`src/rtl/clock_set_sequencer_if.sv`:
```
// Bundle of the sequencer's request, clock-observation and button-drive lines.
// The slave modport is the sequencer; the master is whatever requests a set and
// provides the clock counters.
interface clock_set_sequencer_if;
  logic       start;
  logic       sel_alarm;
  logic [3:0] tgt_hrs;
  logic [5:0] tgt_min;
  logic       tgt_pm;
  logic [6:0] cur_hrs;
  logic [6:0] cur_min;
  logic       cur_pm;
  logic       Timeset;
  logic       Alarmset;
  logic       Hrsadv;
  logic       Minadv;
  logic       busy;
  logic       done;
  logic       err;

  modport master (
    output start, sel_alarm, tgt_hrs, tgt_min, tgt_pm, cur_hrs, cur_min, cur_pm,
    input  Timeset, Alarmset, Hrsadv, Minadv, busy, done, err
  );

  modport slave (
    input  start, sel_alarm, tgt_hrs, tgt_min, tgt_pm, cur_hrs, cur_min, cur_pm,
    output Timeset, Alarmset, Hrsadv, Minadv, busy, done, err
  );
endinterface

```
`src/rtl/clock_set_sequencer.sv`:
```
// Scripted set-time / set-alarm driver for the 12-hour clock. Steps hours (which
// also walks through the PM toggle) until {pm, hrs} matches, then steps minutes,
// one advance pulse per two cycles, with a per-field step-limit abort.
module clock_set_sequencer #(
  parameter int unsigned STEP_LIMIT = 64
) (
  input logic                   Pulse,
  input logic                   Reset,
  clock_set_sequencer_if.slave  bus
);

  typedef enum logic [2:0] {
    StIdle, StArm, StHchk, StHadv, StMchk, StMadv, StRel, StDone
  } state_e;

  localparam logic [6:0] Limit = 7'(STEP_LIMIT);

  state_e     state_q, state_d;
  logic       sel_q, sel_d;
  logic [3:0] hrs_q, hrs_d;
  logic [5:0] min_q, min_d;
  logic       pm_q, pm_d;
  logic [6:0] hcnt_q, hcnt_d;
  logic [6:0] mcnt_q, mcnt_d;
  logic       abort_q, abort_d;
  logic       inv_q, inv_d;

  logic tgt_valid, hrs_match, min_match, mode_on;

  assign tgt_valid = (bus.tgt_hrs <= 4'd11) && (bus.tgt_min <= 6'd59);
  assign hrs_match = ({bus.cur_pm, bus.cur_hrs} == {pm_q, 3'b000, hrs_q});
  assign min_match = (bus.cur_min == {1'b0, min_q});

  // State and captured-target registers with synchronous reset.
  always_ff @(posedge Pulse) begin
    if (Reset) begin
      state_q <= StIdle;
      sel_q   <= 1'b0;
      hrs_q   <= 4'd0;
      min_q   <= 6'd0;
      pm_q    <= 1'b0;
      hcnt_q  <= 7'd0;
      mcnt_q  <= 7'd0;
      abort_q <= 1'b0;
      inv_q   <= 1'b0;
    end else begin
      state_q <= state_d;
      sel_q   <= sel_d;
      hrs_q   <= hrs_d;
      min_q   <= min_d;
      pm_q    <= pm_d;
      hcnt_q  <= hcnt_d;
      mcnt_q  <= mcnt_d;
      abort_q <= abort_d;
      inv_q   <= inv_d;
    end
  end

  // Next-state, target capture and step counting.
  always_comb begin
    state_d = state_q;
    sel_d   = sel_q;
    hrs_d   = hrs_q;
    min_d   = min_q;
    pm_d    = pm_q;
    hcnt_d  = hcnt_q;
    mcnt_d  = mcnt_q;
    abort_d = abort_q;
    inv_d   = 1'b0;
    case (state_q)
      StIdle: begin
        if (bus.start) begin
          if (tgt_valid) begin
            state_d = StArm;
            sel_d   = bus.sel_alarm;
            hrs_d   = bus.tgt_hrs;
            min_d   = bus.tgt_min;
            pm_d    = bus.tgt_pm;
            abort_d = 1'b0;
          end else begin
            // Bad target: flag it for one cycle, never leave idle.
            inv_d = 1'b1;
          end
        end
      end
      StArm: begin
        state_d = StHchk;
        hcnt_d  = 7'd0;
      end
      StHchk: begin
        if (hrs_match) begin
          state_d = StMchk;
          mcnt_d  = 7'd0;
        end else if (hcnt_q == Limit) begin
          state_d = StRel;
          abort_d = 1'b1;
        end else begin
          state_d = StHadv;
        end
      end
      StHadv: begin
        state_d = StHchk;
        hcnt_d  = hcnt_q + 7'd1;
      end
      StMchk: begin
        if (min_match) begin
          state_d = StRel;
        end else if (mcnt_q == Limit) begin
          state_d = StRel;
          abort_d = 1'b1;
        end else begin
          state_d = StMadv;
        end
      end
      StMadv: begin
        state_d = StMchk;
        mcnt_d  = mcnt_q + 7'd1;
      end
      StRel:   state_d = abort_q ? StIdle : StDone;
      StDone:  state_d = StIdle;
      default: state_d = StIdle;
    endcase
  end

  // Moore outputs decoded from the registered state.
  always_comb begin
    mode_on = (state_q == StArm) || (state_q == StHchk) || (state_q == StHadv) ||
              (state_q == StMchk) || (state_q == StMadv);
    bus.Timeset  = mode_on && !sel_q;
    bus.Alarmset = mode_on && sel_q;
    bus.Hrsadv   = (state_q == StHadv);
    bus.Minadv   = (state_q == StMadv);
    bus.busy     = mode_on || (state_q == StRel);
    bus.done     = (state_q == StDone);
    bus.err      = inv_q || ((state_q == StRel) && abort_q);
  end

endmodule
```
`src/flat_wrapper.sv`:
```
// flat-port wrapper written by rule: the top's interface ports become plain ports
module clock_set_sequencer_flat 
#(
  parameter int unsigned STEP_LIMIT = 64
)
  (Pulse, Reset, bus_start, bus_sel_alarm, bus_tgt_hrs, bus_tgt_min, bus_tgt_pm, bus_cur_hrs, bus_cur_min, bus_cur_pm, bus_Timeset, bus_Alarmset, bus_Hrsadv, bus_Minadv, bus_busy, bus_done, bus_err);
  clock_set_sequencer_if bus_i ();
  input logic Pulse;
  input logic Reset;
  input wire logic [$bits(bus_i.start)-1:0] bus_start;
  input wire logic [$bits(bus_i.sel_alarm)-1:0] bus_sel_alarm;
  input wire logic [$bits(bus_i.tgt_hrs)-1:0] bus_tgt_hrs;
  input wire logic [$bits(bus_i.tgt_min)-1:0] bus_tgt_min;
  input wire logic [$bits(bus_i.tgt_pm)-1:0] bus_tgt_pm;
  input wire logic [$bits(bus_i.cur_hrs)-1:0] bus_cur_hrs;
  input wire logic [$bits(bus_i.cur_min)-1:0] bus_cur_min;
  input wire logic [$bits(bus_i.cur_pm)-1:0] bus_cur_pm;
  output wire logic [$bits(bus_i.Timeset)-1:0] bus_Timeset;
  output wire logic [$bits(bus_i.Alarmset)-1:0] bus_Alarmset;
  output wire logic [$bits(bus_i.Hrsadv)-1:0] bus_Hrsadv;
  output wire logic [$bits(bus_i.Minadv)-1:0] bus_Minadv;
  output wire logic [$bits(bus_i.busy)-1:0] bus_busy;
  output wire logic [$bits(bus_i.done)-1:0] bus_done;
  output wire logic [$bits(bus_i.err)-1:0] bus_err;
  assign bus_i.start = bus_start;
  assign bus_i.sel_alarm = bus_sel_alarm;
  assign bus_i.tgt_hrs = bus_tgt_hrs;
  assign bus_i.tgt_min = bus_tgt_min;
  assign bus_i.tgt_pm = bus_tgt_pm;
  assign bus_i.cur_hrs = bus_cur_hrs;
  assign bus_i.cur_min = bus_cur_min;
  assign bus_i.cur_pm = bus_cur_pm;
  assign bus_Timeset = bus_i.Timeset;
  assign bus_Alarmset = bus_i.Alarmset;
  assign bus_Hrsadv = bus_i.Hrsadv;
  assign bus_Minadv = bus_i.Minadv;
  assign bus_busy = bus_i.busy;
  assign bus_done = bus_i.done;
  assign bus_err = bus_i.err;
  clock_set_sequencer #(.STEP_LIMIT(STEP_LIMIT)) u_core (.Pulse(Pulse), .Reset(Reset), .bus(bus_i));
endmodule
```
`config.mk`:
```
export PLATFORM = sky130hd
export DESIGN_NAME = clock_set_sequencer_flat
export DESIGN_NICKNAME = d
export VERILOG_FILES = /design/src/rtl/clock_set_sequencer_if.sv /design/src/rtl/clock_set_sequencer.sv /design/src/flat_wrapper.sv
export SDC_FILE = /design/constraint.sdc
export NUM_CORES = 1
export LEC_CHECK = 0
export ABC_AREA = 1
export BUFFER_PORTS_ARGS = -buffer_cell sky130_fd_sc_hd__buf_2
export CORE_MARGIN = 2
export CORE_UTILIZATION = 35
export CTS_CLUSTER_DIAMETER = 40
export DETAILED_ROUTE_END_ITERATION = 10
export HOLD_SLACK_MARGIN = 0.06
export PLACE_DENSITY = 0.6
export RECOVER_POWER = 25
export SETUP_SLACK_MARGIN = 0.02
export SLEW_MARGIN = 20
export SYNTH_ARGS = -nofsm -noshare
export SYNTH_HDL_FRONTEND = slang
export SYNTH_SLANG_ARGS = --single-unit
```
`constraint.sdc`:
```
create_clock -name Pulse -period 1.25 [get_ports Pulse]
set_input_delay 0.125 -clock Pulse [delete_from_list [all_inputs] [get_ports Pulse]]
set_output_delay 0.125 -clock Pulse [all_outputs]
set_load 0.02 [all_outputs]
```
==> results by group, run 1 <==
Global routing
  – Vias in the first global route: 1804
  – Gr usage total: 17.4%
  – Largest net degree at the start of global routing: 19
  – Initial antenna violation count: 0
  – Total grt overflow: 0
  – First-pass GRT wire length: 7.55 mm

Timing
  – Final period demand of the worst path: 1.39 ns
  – WHS: 0.0518 ns
  – Worst Max-Slew Pin Slew: 0.212 ns
  – Slew Limit Fails: 0
  – Final Setup Violations: 17
  – Crit path setup slack, layout: -0.141 ns
  – Slew headroom: 85.9%
  – Setup TNS: -1.15 ns
  – Final clock skew: 0.00701 ns
  – Endpoints failing hold: 0
  – Crit share post-route: 111%
  – Unrepaired setup endpoints after global routing: true
  – Max Fclk: 719 MHz

Setup path
  – Slowest cell delay on critical path: 0.36 ns
  – Number of buffers and inverters on the critical path: 3
  – Crit path max-delay family: flip-flops
  – CP Max Fanout: 4
  – Slowest CP cell: dfxtp_4
  – CP Class: flop to output pin
  – Startpoint types: flop
  – Crit path arrival time: 1.27 ns
  – CP cell instances: nor3_4 > buf_6 > inv_4 > nand2_2 > nor2_1 > buf_4
  – Req. time, crit path: 1.12 ns
  – CP endpoint kind: output pin

Synth
  – Synth Register Bits: 31
  – XOR/XNOR Fraction of Synth Area: 0.494%
  – Mapped Cells: 276
  – Post-Synth Simple-Gate Area: 33.1%
  – Complex-gate fraction of the synthesized area: 16.5%
  – Syn Nets: 310
  – Mux cell area share after synthesis: 0%
  – Post-synth EDFFs: 0
  – Post-Synth Adder-Cell Area: 2.82%
  – Yosys cell types: 28
  – Ys Warns: 0
  – Register area share after synthesis: 35.0%
  – Largest family of logic cells by synthesized area: simple AND/OR/NAND/NOR gates
  – Syn avg cell area: 6.42 sq um
  – Synth Flop Type: dfxtp_1
  – Post-Syn Area: 1770 sq um
  – Ys async rst share: 0%

Outcome
  – Outcome: complete, but fails checks
  – Failing checks: negative setup slack

Cells and area
  – Fillers: 496
  – Storage element area: 639 sq um
  – Layout overhead on the synthesized area: 44.0%
  – Ant diodes: 0
  – Net count, final: 373
  – Share of cells above drive strength 1: 37.4%
  – Area of the multi-input gates: 1110 sq um

Place
  – Post-DP HPWL: 2.96 mm
  – Worst slack, placed: -0.0578 ns
  – GPL Wtd Cong: 0.916
  – Buffers added on ports: 36

Clock network
  – Clock Tree Root: clkbuf_8
  – Clock latency on the worst-skew pair: 0.28 ns
  – Clock Path Buffers: 2
  – CTS clock-pin slew for the worst setup and hold paths: 0.06 ns
  – Num CTS Buffers: 5
  – Htree depth: 2
  – Hold buffer count at cts: 0
  – # clock sinks: 31
  – TritonCTS clock tree: done

Drt
  – DR WL/cell: 11.0 um
  – Detail Route Antenna Nets: 0
  – First DRT Iteration DRCs: 67
  – DR vias/cell: 4.54
  – TritonRoute pass-1 iters: 4
  – Vias post-DR: 1848
  – Routed WL: 4.47 mm
  – DRC Markers: 0

Min path
  – Hold Crit Class: input pin to flop

Floorplan
  – Initial core utilization: 36.8%
  – Die X: 75.2 um
  – Ports: 37
  – Core Rows: 25
  – Die footprint: 5650 sq um
  – Die span in y: 75.2 um
  – Core footprint: 4820 sq um

Power and ir drop
  – Leak: 1.14 nW
  – PwrDens: 1040 nW/um^2
  – Max rail drop VDD: 0.000487 V

Flow run
  – Max Cap Viol: 0
metrics by stage:
step / utilization [%] / std cells / power (W) / instance area (sq um)
2_1_floorplan: - / 276 / 0.00149 / 1780
3_3_place_gp: 44.3 / 391 / 0.00169 / 2130
5_1_grt: 53.0 / 407 / 0.00282 / 2550
4_1_cts: 49.6 / 406 / 0.00257 / 2390
6_report: 53.0 / 407 / 0.00265 / 2550
3_5_place_dp: 44.3 / 391 / 0.00169 / 2130
path summary, 6_finish.rpt:
kind | slack [ns] | startpoint | depth (start not counted) | end
setup / recovery | -0.14 | u_core.state_q[1]$_SDFFE_PP0P_ | 6 | bus_Alarmset
hold / removal | 0.05 | bus_tgt_hrs[0] | 3 | u_core.hrs_q[0]$_SDFFE_PP0P_
setup reg to reg | -0.11 | u_core.state_q[1]$_SDFFE_PP0P_ | 7 | u_core.pm_q$_SDFFE_PP0P_
hold reg to reg | 0.46 | u_core.abort_q$_SDFFE_PP0P_ | 2 | u_core.abort_q$_SDFFE_PP0P_
cell usage after synthesis, types with 2 or more instances:
library cell	number	area, sq um
clkbuf_1	3	11.3
nand4_1	3	18.8
o21ai_0	11	55.1
a21oi_1	27	135
inv_1	46	173
nor3_2	2	20.0
ha_1	4	50.1
dfxtp_1	31	621
nand3_1	17	85.1
buf_6	2	22.5
nor2_1	32	120
o31ai_1	3	22.5
nor3_1	3	15.0
inv_2	2	7.51
nor2_4	2	22.5
nand2_1	70	263
o21ai_1	7	35.0
flip-flops by register name, indices dropped and copies added (netlist names):
name and flops:
u_core.hcnt_q 7, u_core.hrs_q 4, u_core.sel_q 1, u_core.mcnt_q 7
u_core.min_q 6, u_core.state_q 3, u_core.pm_q 1, u_core.inv_q 1
u_core.abort_q 1
tightest hold or removal path, delay by kind of cell:
family	cells	cell delay [ns]
buffers and inverters	1	0.08
and+or+nand+nor	2	0.09
area by class of cell:
| type | instances | share of cell area [%] |
|---|---|---|
| inverters | 48 | 7.65 |
| multi-input cells | 192 | 43.5 |
| well taps | 67 | 3.28 |
| clock buffers | 7 | 2.99 |
| flip-flops and latches | 31 | 25.0 |
| repair buffers | 61 | 17.3 |
| clock inverters | 1 | 0.196 |
power by group:
part	switching [W]	internal (W)
logic	0.000432	0.000346
registers	0.0000496	0.00107
clock network	0.000364	0.000390
timing repair:
item,CTS,global route
gates resized for setup,42,52
setup endpoints to repair,23,36
pin swaps,10,16
buffers inserted,7,3
layer usage:
layer | part of all wire, % | track usage [%] | vias up
li1 | - | - | 1001
met1 | 46 | 21.1 | 821
met2 | 50 | 29.5 | 20
met3 | 1.7 | 4.28 | 6
met4 | 1.6 | 7.21 | 0
met5 | 0 | 0 | -
placed cells by master, fill, tap and decap left out, types with 3 or more instances in the layout:
cell      instances
nor2_4            5
nand3_1          14
nand3_2           3
dfxtp_2           6
nor2_2            7
inv_1            38
dfxtp_4           3
ha_4              3
nor3_2            3
o21ai_0           4
buf_6            15
clkbuf_8          5
nand4_1           3
nand2_2           3
buf_4            17
o21ai_1          11
inv_2             7
a21oi_2           5
nor2_1           23
a21oi_1          21
o21ai_2           4
nand2_1          66
buf_2            29
dfxtp_1          22
kinds of logic (layout without fill, tap and decap cells):
kind of cell,after synthesis,after routing
and+or+nand+nor,134,134
buffers and inverters,53,117
AOI/OAI and AO/OA,53,53
DFF,31,31
xor gates and xnor gates,1,1
adders and majority gates,4,4
Note: power is estimated with default switching activity, not from simulation.
==> inputs of run 2 (changes only) <==
--- a/config.mk
+++ b/config.mk
@@ -8,11 +8,11 @@
 export ABC_AREA = 1
 export BUFFER_PORTS_ARGS = -buffer_cell sky130_fd_sc_hd__buf_2
 export CORE_MARGIN = 2
-export CORE_UTILIZATION = 35
+export CORE_UTILIZATION = 32
 export CTS_CLUSTER_DIAMETER = 40
 export DETAILED_ROUTE_END_ITERATION = 10
 export HOLD_SLACK_MARGIN = 0.06
-export PLACE_DENSITY = 0.6
+export PLACE_DENSITY = 0.56
 export RECOVER_POWER = 25
 export SETUP_SLACK_MARGIN = 0.02
 export SLEW_MARGIN = 20
==> results by group, run 2 (synthesis gave the netlist of run 1 again) <==
Clock network
  – TritonCTS clock tree: done
  – Clock Tree Root: clkbuf_8
  – Htree depth: 2 (unchanged)
  – Hold buffer count at cts: 0 (unchanged)
  – Num CTS Buffers: 5 (unchanged)
  – CTS clock-pin slew for the worst setup and hold paths: 0.07 ns (about the same)
  – Clock latency on the worst-skew pair: 0.28 ns (about the same)
  – Clock Path Buffers: 2 (unchanged)
  – # clock sinks: 31 (unchanged)

Cells and area
  – Ant diodes: 0 (unchanged)
  – Share of cells above drive strength 1: 38.5% (+1.2 points)
  – Net count, final: 381 (+2.1%)
  – Layout overhead on the synthesized area: 51.4%
  – Top flop regs: u_core.hcnt_q: 7 flops, u_core.mcnt_q: 7 flops, u_core.min_q: 6 flops
  – Commonest non-fill, non-tap cell in the layout: nand2_1
  – Commonest non-fill, non-tap cells in the layout: nand2_1, inv_1, buf_2, buf_4, dfxtp_1

Floorplan
  – Die footprint: 6150 sq um (+8.9%)
  – Initial core utilization: 32.6% (-4.2 points)
  – Die X: 78.4 um (+4.3%)
  – Ports: 37 (unchanged)
  – Core Rows: 27 (+8.0%)
  – Die span in y: 78.4 um (+4.3%)
  – Core footprint: 5440 sq um (+13%)

Power and ir drop
  – P_int: 0.00209 W (+16%)
  – PwrDens: 1110 nW/um^2 (+6.7%)
  – Combinational fraction of design power: 28.1% (-1.3 points)
  – Net load switching power: 0.000881 W (+4.2%)
  – Max rail drop VDD: 0.000510 V (+4.6%)
  – Sw frac: 29.7% (-2.3 points)
  – Leak: 1.19 nW (+4.2%)
  – Clock share of power: 34.4% (+5.9 points)
  – Sequential power share: 37.5% (-4.6 points)

Setup path
  – Number of buffers and inverters on the critical path: 3 (unchanged)
  – Crit path max-delay family: simple AND/OR/NAND/NOR gates
  – Crit path arrival time: 1.57 ns (+0.30 ns)
  – Most frequent CP cell: buf_4
  – Slowest cell delay on critical path: 0.37 ns (about the same)
  – CP cell instances: nor3_4 > buf_4 > nand2_4 > nor2_4 > buf_4 > inv_6 > o21ai_1 > a21oi_1
  – CP Max Fanout: 6 (+2)
  – CP endpoint kind: flop
  – Slowest CP cell: dfxtp_4
  – Req. time, crit path: 1.42 ns (+0.30 ns)
  – CP Class: flop to flop
  – Startpoint types: flop

Drt
  – TritonRoute pass-1 iters: 5 (+1)
  – DR vias/cell: 4.55 (+0.16%)
  – Vias post-DR: 1910 (+3.4%)
  – DRC Markers: 0 (unchanged)
  – DR WL/cell: 10.6 um (-3.2%)
  – Routed WL: 4.46 mm (about the same)
  – First DRT Iteration DRCs: 45 (-33%)
  – Detail Route Antenna Nets: 0 (unchanged)

Global routing
  – First-pass GRT wire length: 7.42 mm (-1.6%)
  – Initial antenna violation count: 0 (unchanged)
  – Total grt overflow: 0 (unchanged)
  – Gr usage total: 15.0% (-2.4 points)
  – Largest net degree at the start of global routing: 17 (-2)
  – Vias in the first global route: 1746 (-3.2%)

Timing
  – Endpoints failing hold: 0 (unchanged)
  – Slew headroom: 80.9% (-5.0 points)
  – WHS: 0.0763 ns (+0.0245 ns)
  – Max Fclk: 715 MHz (-0.60%)
  – Crit path setup slack, layout: -0.149 ns (-0.00835 ns)
  – Unrepaired setup endpoints after global routing: true
  – Slew Limit Fails: 0 (unchanged)
  – Crit share post-route: 112% (+0.67 points)
  – Final period demand of the worst path: 1.40 ns (+0.00835 ns)
  – Final clock skew: 0.00561 ns (-0.00140 ns)
  – Final Setup Violations: 28 (+11)
  – Worst Max-Slew Pin Slew: 0.286 ns (+0.0747 ns)

Outcome
  – Failing checks: negative setup slack
  – Outcome: complete, but fails checks

Flow run
  – Max Cap Viol: 0 (unchanged)

Place
  – Buffers added on ports: 36 (unchanged)
  – GPL Wtd Cong: 0.779 (-15%)
  – Worst slack, placed: -0.0517 ns (+0.00614 ns)
  – Post-DP HPWL: 3.03 mm (+2.4%)

Min path
  – Hold Crit Class: input pin to flop
## run 2: cell count changes in the layout (fill, tap and decap cells not counted), moves of 3 or more
cell	delta
inv_2	-3
inv_1	+4
a21oi_2	+3
ha_4	-3
ha_1	+3
buf_4	+7
buf_6	-4
## run 2: timing repair
item,CTS,global route
endpoints found under the hold margin,0,0
setup endpoints to repair,28,37
pin swaps,12,18
buffers inserted,5,7
gates resized for setup,47,48
gates cloned,2,0
## run 2: cell type report
class,count,area [sq um]
fill,571,2760
multi-input combinational,192,1130
sequential,31,637
timing repair buffer,67,504
inverter,48,190
tap,72,90.1
clock buffer,6,82.6
clock inverter,2,35.0
timing repair inverter,2,15.0
## run 2: power by group through the flow
stage	combinational (W)	clock, W	sequential (W)
floorplan	0.000369	0	0.00112
global placement	0.000572	0	0.00113
detailed placement	0.000573	0	0.00113
CTS	0.000715	0.00105	0.00111
global route	0.000924	0.00110	0.00112
finish	0.000836	0.00102	0.00111
## run 2: path summary, 6_finish.rpt
path                            slack, ns  cells past startpoint                             to                           start
worst max register to register      -0.15                      8   u_core.min_q[5]$_SDFFE_PP0P_  u_core.state_q[0]$_SDFFE_PP0P_
worst min register to register       0.46                      2  u_core.mcnt_q[4]$_SDFFE_PP0P_   u_core.mcnt_q[4]$_SDFFE_PP0P_
worst min-delay path                 0.08                      3   u_core.hrs_q[0]$_SDFFE_PP0P_                  bus_tgt_hrs[0]
worst max-delay path                -0.15                      8   u_core.min_q[5]$_SDFFE_PP0P_  u_core.state_q[0]$_SDFFE_PP0P_
## run 2: per-stage QoR
step	std cells	utilization (%)	TNS [ns]	power [W]	area, sq um
final	420	49.3	-2.28	0.00297	2680
after global routing	420	49.3	-4.73	0.00315	2680
after CTS	413	45.3	-1.84	0.00288	2460
after detailed placement	398	39.8	-0.521	0.00170	2170
after global placement	398	39.8	-0.492	0.00170	2170
after floorplan	276	-	0	0.00149	1780
## run 2: worst register-to-register path, stage by stage, from the launching register on
cell and delay (ns):
dfxtp_4 0.37, nor3_4 0.21, buf_4 0.15, nand2_4 0.05, nor2_4 0.15, buf_4 0.16
inv_6 0.05, o21ai_1 0.11, a21oi_1 0.05
## run 2: layer usage
layer | GRT usage (%) | vias up | share of wire, %
li1 | - | 1016 | -
met4 | 5.26 | 0 | 1.3
met5 | 0 | - | 0
met1 | 18.9 | 863 | 47
met2 | 25.1 | 26 | 47
met3 | 3.56 | 5 | 3.9
==> inputs of run 3 (changes only) <==
--- a/config.mk
+++ b/config.mk
@@ -15,6 +15,7 @@
 export PLACE_DENSITY = 0.56
 export RECOVER_POWER = 25
 export SETUP_SLACK_MARGIN = 0.02
+export SKIP_LAST_GASP = 1
 export SLEW_MARGIN = 20
 export SYNTH_ARGS = -nofsm -noshare
 export SYNTH_HDL_FRONTEND = slang
==> results by group, run 3 (synthesis gave the netlist of run 1 again) <==
Cells and area
  – Top flop regs: u_core.hcnt_q: 7 flops, u_core.mcnt_q: 7 flops, u_core.min_q: 6 flops
  – Layout overhead on the synthesized area: 58.6%
  – Storage element area: 648 sq um (+1.8%)
  – Post-route insts no fill: 422 (+0.48%)
  – Area of the multi-input gates: 1210 sq um (+7.4%)
  – Share of cells above drive strength 1: 47.7% (+9.2 points)
  – Commonest non-fill, non-tap cell in the layout: nand2_1
  – Net count, final: 383 (+0.52%)
  – Fillers: 549 (-3.9%)
  – Commonest non-fill, non-tap cells in the layout: nand2_1, inv_1, buf_2, buf_4, nor2_1
  – Ant diodes: 0 (unchanged)

Timing
  – Final Setup Violations: 28 (unchanged)
  – Setup TNS: -2.10 ns (+0.178 ns)
  – Slew headroom: 78.8% (-2.0 points)
  – Slew Limit Fails: 0 (unchanged)
  – Unrepaired setup endpoints after global routing: true
  – Crit share post-route: 114% (+1.7 points)
  – Max Fclk: 704 MHz (-1.5%)
  – Endpoints failing hold: 0 (unchanged)
  – Final clock skew: 0.0105 ns (+0.00491 ns)
  – Final period demand of the worst path: 1.42 ns (+0.0219 ns)
  – WHS: 0.0548 ns (-0.0215 ns)
  – Worst Max-Slew Pin Slew: 0.317 ns (+0.0302 ns)
  – Crit path setup slack, layout: -0.171 ns (-0.0219 ns)

Setup path
  – Slowest cell delay on critical path: 0.37 ns (about the same)
  – Startpoint types: flop
  – CP endpoint kind: output pin
  – Crit path arrival time: 1.30 ns (-0.27 ns)
  – Req. time, crit path: 1.12 ns (-0.30 ns)
  – CP cell instances: nor3_4 > buf_6 > inv_4 > nand2_4 > nor2_1 > buf_4
  – CP Max Fanout: 5 (-1)
  – Slowest CP cell: dfxtp_4
  – CP Class: flop to output pin

Floorplan
  – Die X: 78.4 um (unchanged)
  – Core footprint: 5440 sq um (unchanged)
  – Core Rows: 27 (unchanged)
  – Initial core utilization: 32.6% (unchanged)
  – Die span in y: 78.4 um (unchanged)
  – Die footprint: 6150 sq um (unchanged)
  – Ports: 37 (unchanged)

Power and ir drop
  – Combinational fraction of design power: 30.0% (+1.9 points)
  – Max rail drop VDD: 0.000593 V (+16%)
  – Clock share of power: 33.6% (-0.8 points)
  – P_int: 0.00213 W (+1.9%)
  – Leak: 1.23 nW (+2.8%)
  – Power, Total: 0.00307 W (+3.3%)
  – PwrDens: 1090 nW/um^2 (-1.3%)
  – Sw frac: 30.7% (+1.0 points)
  – Net load switching power: 0.000941 W (+6.8%)
  – Sequential power share: 36.4% (-1.1 points)

Drt
  – DR vias/cell: 4.55 (about the same)
  – First DRT Iteration DRCs: 75 (+67%)
  – Detail Route Antenna Nets: 0 (unchanged)
  – Routed WL: 4.72 mm (+5.8%)
  – DRC Markers: 0 (unchanged)
  – Vias post-DR: 1919 (+0.47%)
  – DR WL/cell: 11.2 um (+5.3%)
  – TritonRoute pass-1 iters: 4 (-1)

Global routing
  – Initial antenna violation count: 0 (unchanged)
  – Vias in the first global route: 1758 (+0.69%)
  – Total grt overflow: 0 (unchanged)
  – Gr usage total: 15.1% (+0.097 points)
  – First-pass GRT wire length: 7.47 mm (+0.55%)
  – Largest net degree at the start of global routing: 17 (unchanged)

Clock network
  – Num CTS Buffers: 5 (unchanged)
  – Clock Path Buffers: 2 (unchanged)
  – # clock sinks: 31 (unchanged)
  – TritonCTS clock tree: done
  – Hold buffer count at cts: 0 (unchanged)
  – Htree depth: 2 (unchanged)
  – Clock Tree Root: clkbuf_8
  – Clock latency on the worst-skew pair: 0.29 ns (about the same)
  – CTS clock-pin slew for the worst setup and hold paths: 0.07 ns (about the same)

Place
  – Worst slack, placed: -0.0517 ns (unchanged)
  – Placed cells: 398 (unchanged)
  – Buffers added on ports: 36 (unchanged)
  – GPL Wtd Cong: 0.779 (unchanged)
  – Post-DP HPWL: 3.03 mm (unchanged)

Flow run
  – Max Cap Viol: 0 (unchanged)

Outcome
  – Outcome: complete, but fails checks
  – Failing checks: negative setup slack

Min path
  – Hold Crit Class: input pin to flop
[run 3: changes by cell type in the layout (fill, tap and decap cells not counted), moves of 3 or more]
cell / previous run / this run
a21oi_1: 19 / 15
a21oi_2: 8 / 11
buf_6: 11 / 8
dfxtp_1: 24 / 19
dfxtp_2: 4 / 7
inv_1: 42 / 35
inv_2: 4 / 9
inv_4: 1 / 4
nand2_1: 65 / 59
nand2_2: 2 / 8
o21ai_1: 9 / 3
o21ai_2: 5 / 11
[run 3: path summary, 6_finish.rpt]
| kind | slack [ns] | cells past startpoint | to | start |
|---|---|---|---|---|
| worst min register to register | 0.46 | 2 | u_core.mcnt_q[4]$_SDFFE_PP0P_ | u_core.mcnt_q[4]$_SDFFE_PP0P_ |
| worst max register to register | -0.11 | 8 | u_core.hrs_q[1]$_SDFFE_PP0P_ | u_core.state_q[0]$_SDFFE_PP0P_ |
| worst min-delay path | 0.05 | 3 | u_core.hrs_q[0]$_SDFFE_PP0P_ | bus_tgt_hrs[0] |
| worst max-delay path | -0.17 | 6 | bus_Timeset | u_core.state_q[0]$_SDFFE_PP0P_ |
[run 3: area by class of cell]
class | instances | area share, %
multi-input cells | 192 | 43.2
flip-flops and latches | 31 | 23.1
repair buffers | 68 | 18.5
inverters | 48 | 6.94
well taps | 72 | 3.20
clock buffers | 6 | 2.94
clock inverters | 2 | 1.25
repair inverters | 3 | 0.935
[run 3: repair_timing]
action	4_1_cts	5_1_grt
setup endpoints to repair	28	37
pin swaps	11	33
setup buffers	5	8
cloned	2	1
gates resized for setup	41	94
[run 3: worst max-delay path: cells and delay by family (launching register included)]
kind / cells / cell delay [ns]
simple gates: 3 / 0.32
buf+inv: 3 / 0.33
flops: 1 / 0.37
[run 3: power by group through the flow]
stage | combinational, W | sequential (W) | clock [W]
2_1_floorplan | 0.000369 | 0.00112 | 0
3_3_place_gp | 0.000572 | 0.00113 | 0
3_5_place_dp | 0.000573 | 0.00113 | 0
4_1_cts | 0.000708 | 0.00111 | 0.00105
5_1_grt | 0.00101 | 0.00113 | 0.00111
6_report | 0.000922 | 0.00112 | 0.00103
[run 3: routing by layer]
| metal | GRT usage (%) | up-vias | routed length (um) |
|---|---|---|---|
| li1 | - | 1020 | - |
| met1 | 18.8 | 864 | 2220 |
| met2 | 25.6 | 30 | 2270 |
| met3 | 3.56 | 5 | 175 |
| met4 | 5.26 | 0 | 58 |
| met5 | 0 | - | 0 |
[run 3: per-stage QoR]
stage,instance area (sq um),util (%)
floorplan,1780,-
global placement,2170,39.8
detailed placement,2170,39.8
CTS,2450,45.0
global route,2810,51.7
finish,2810,51.7
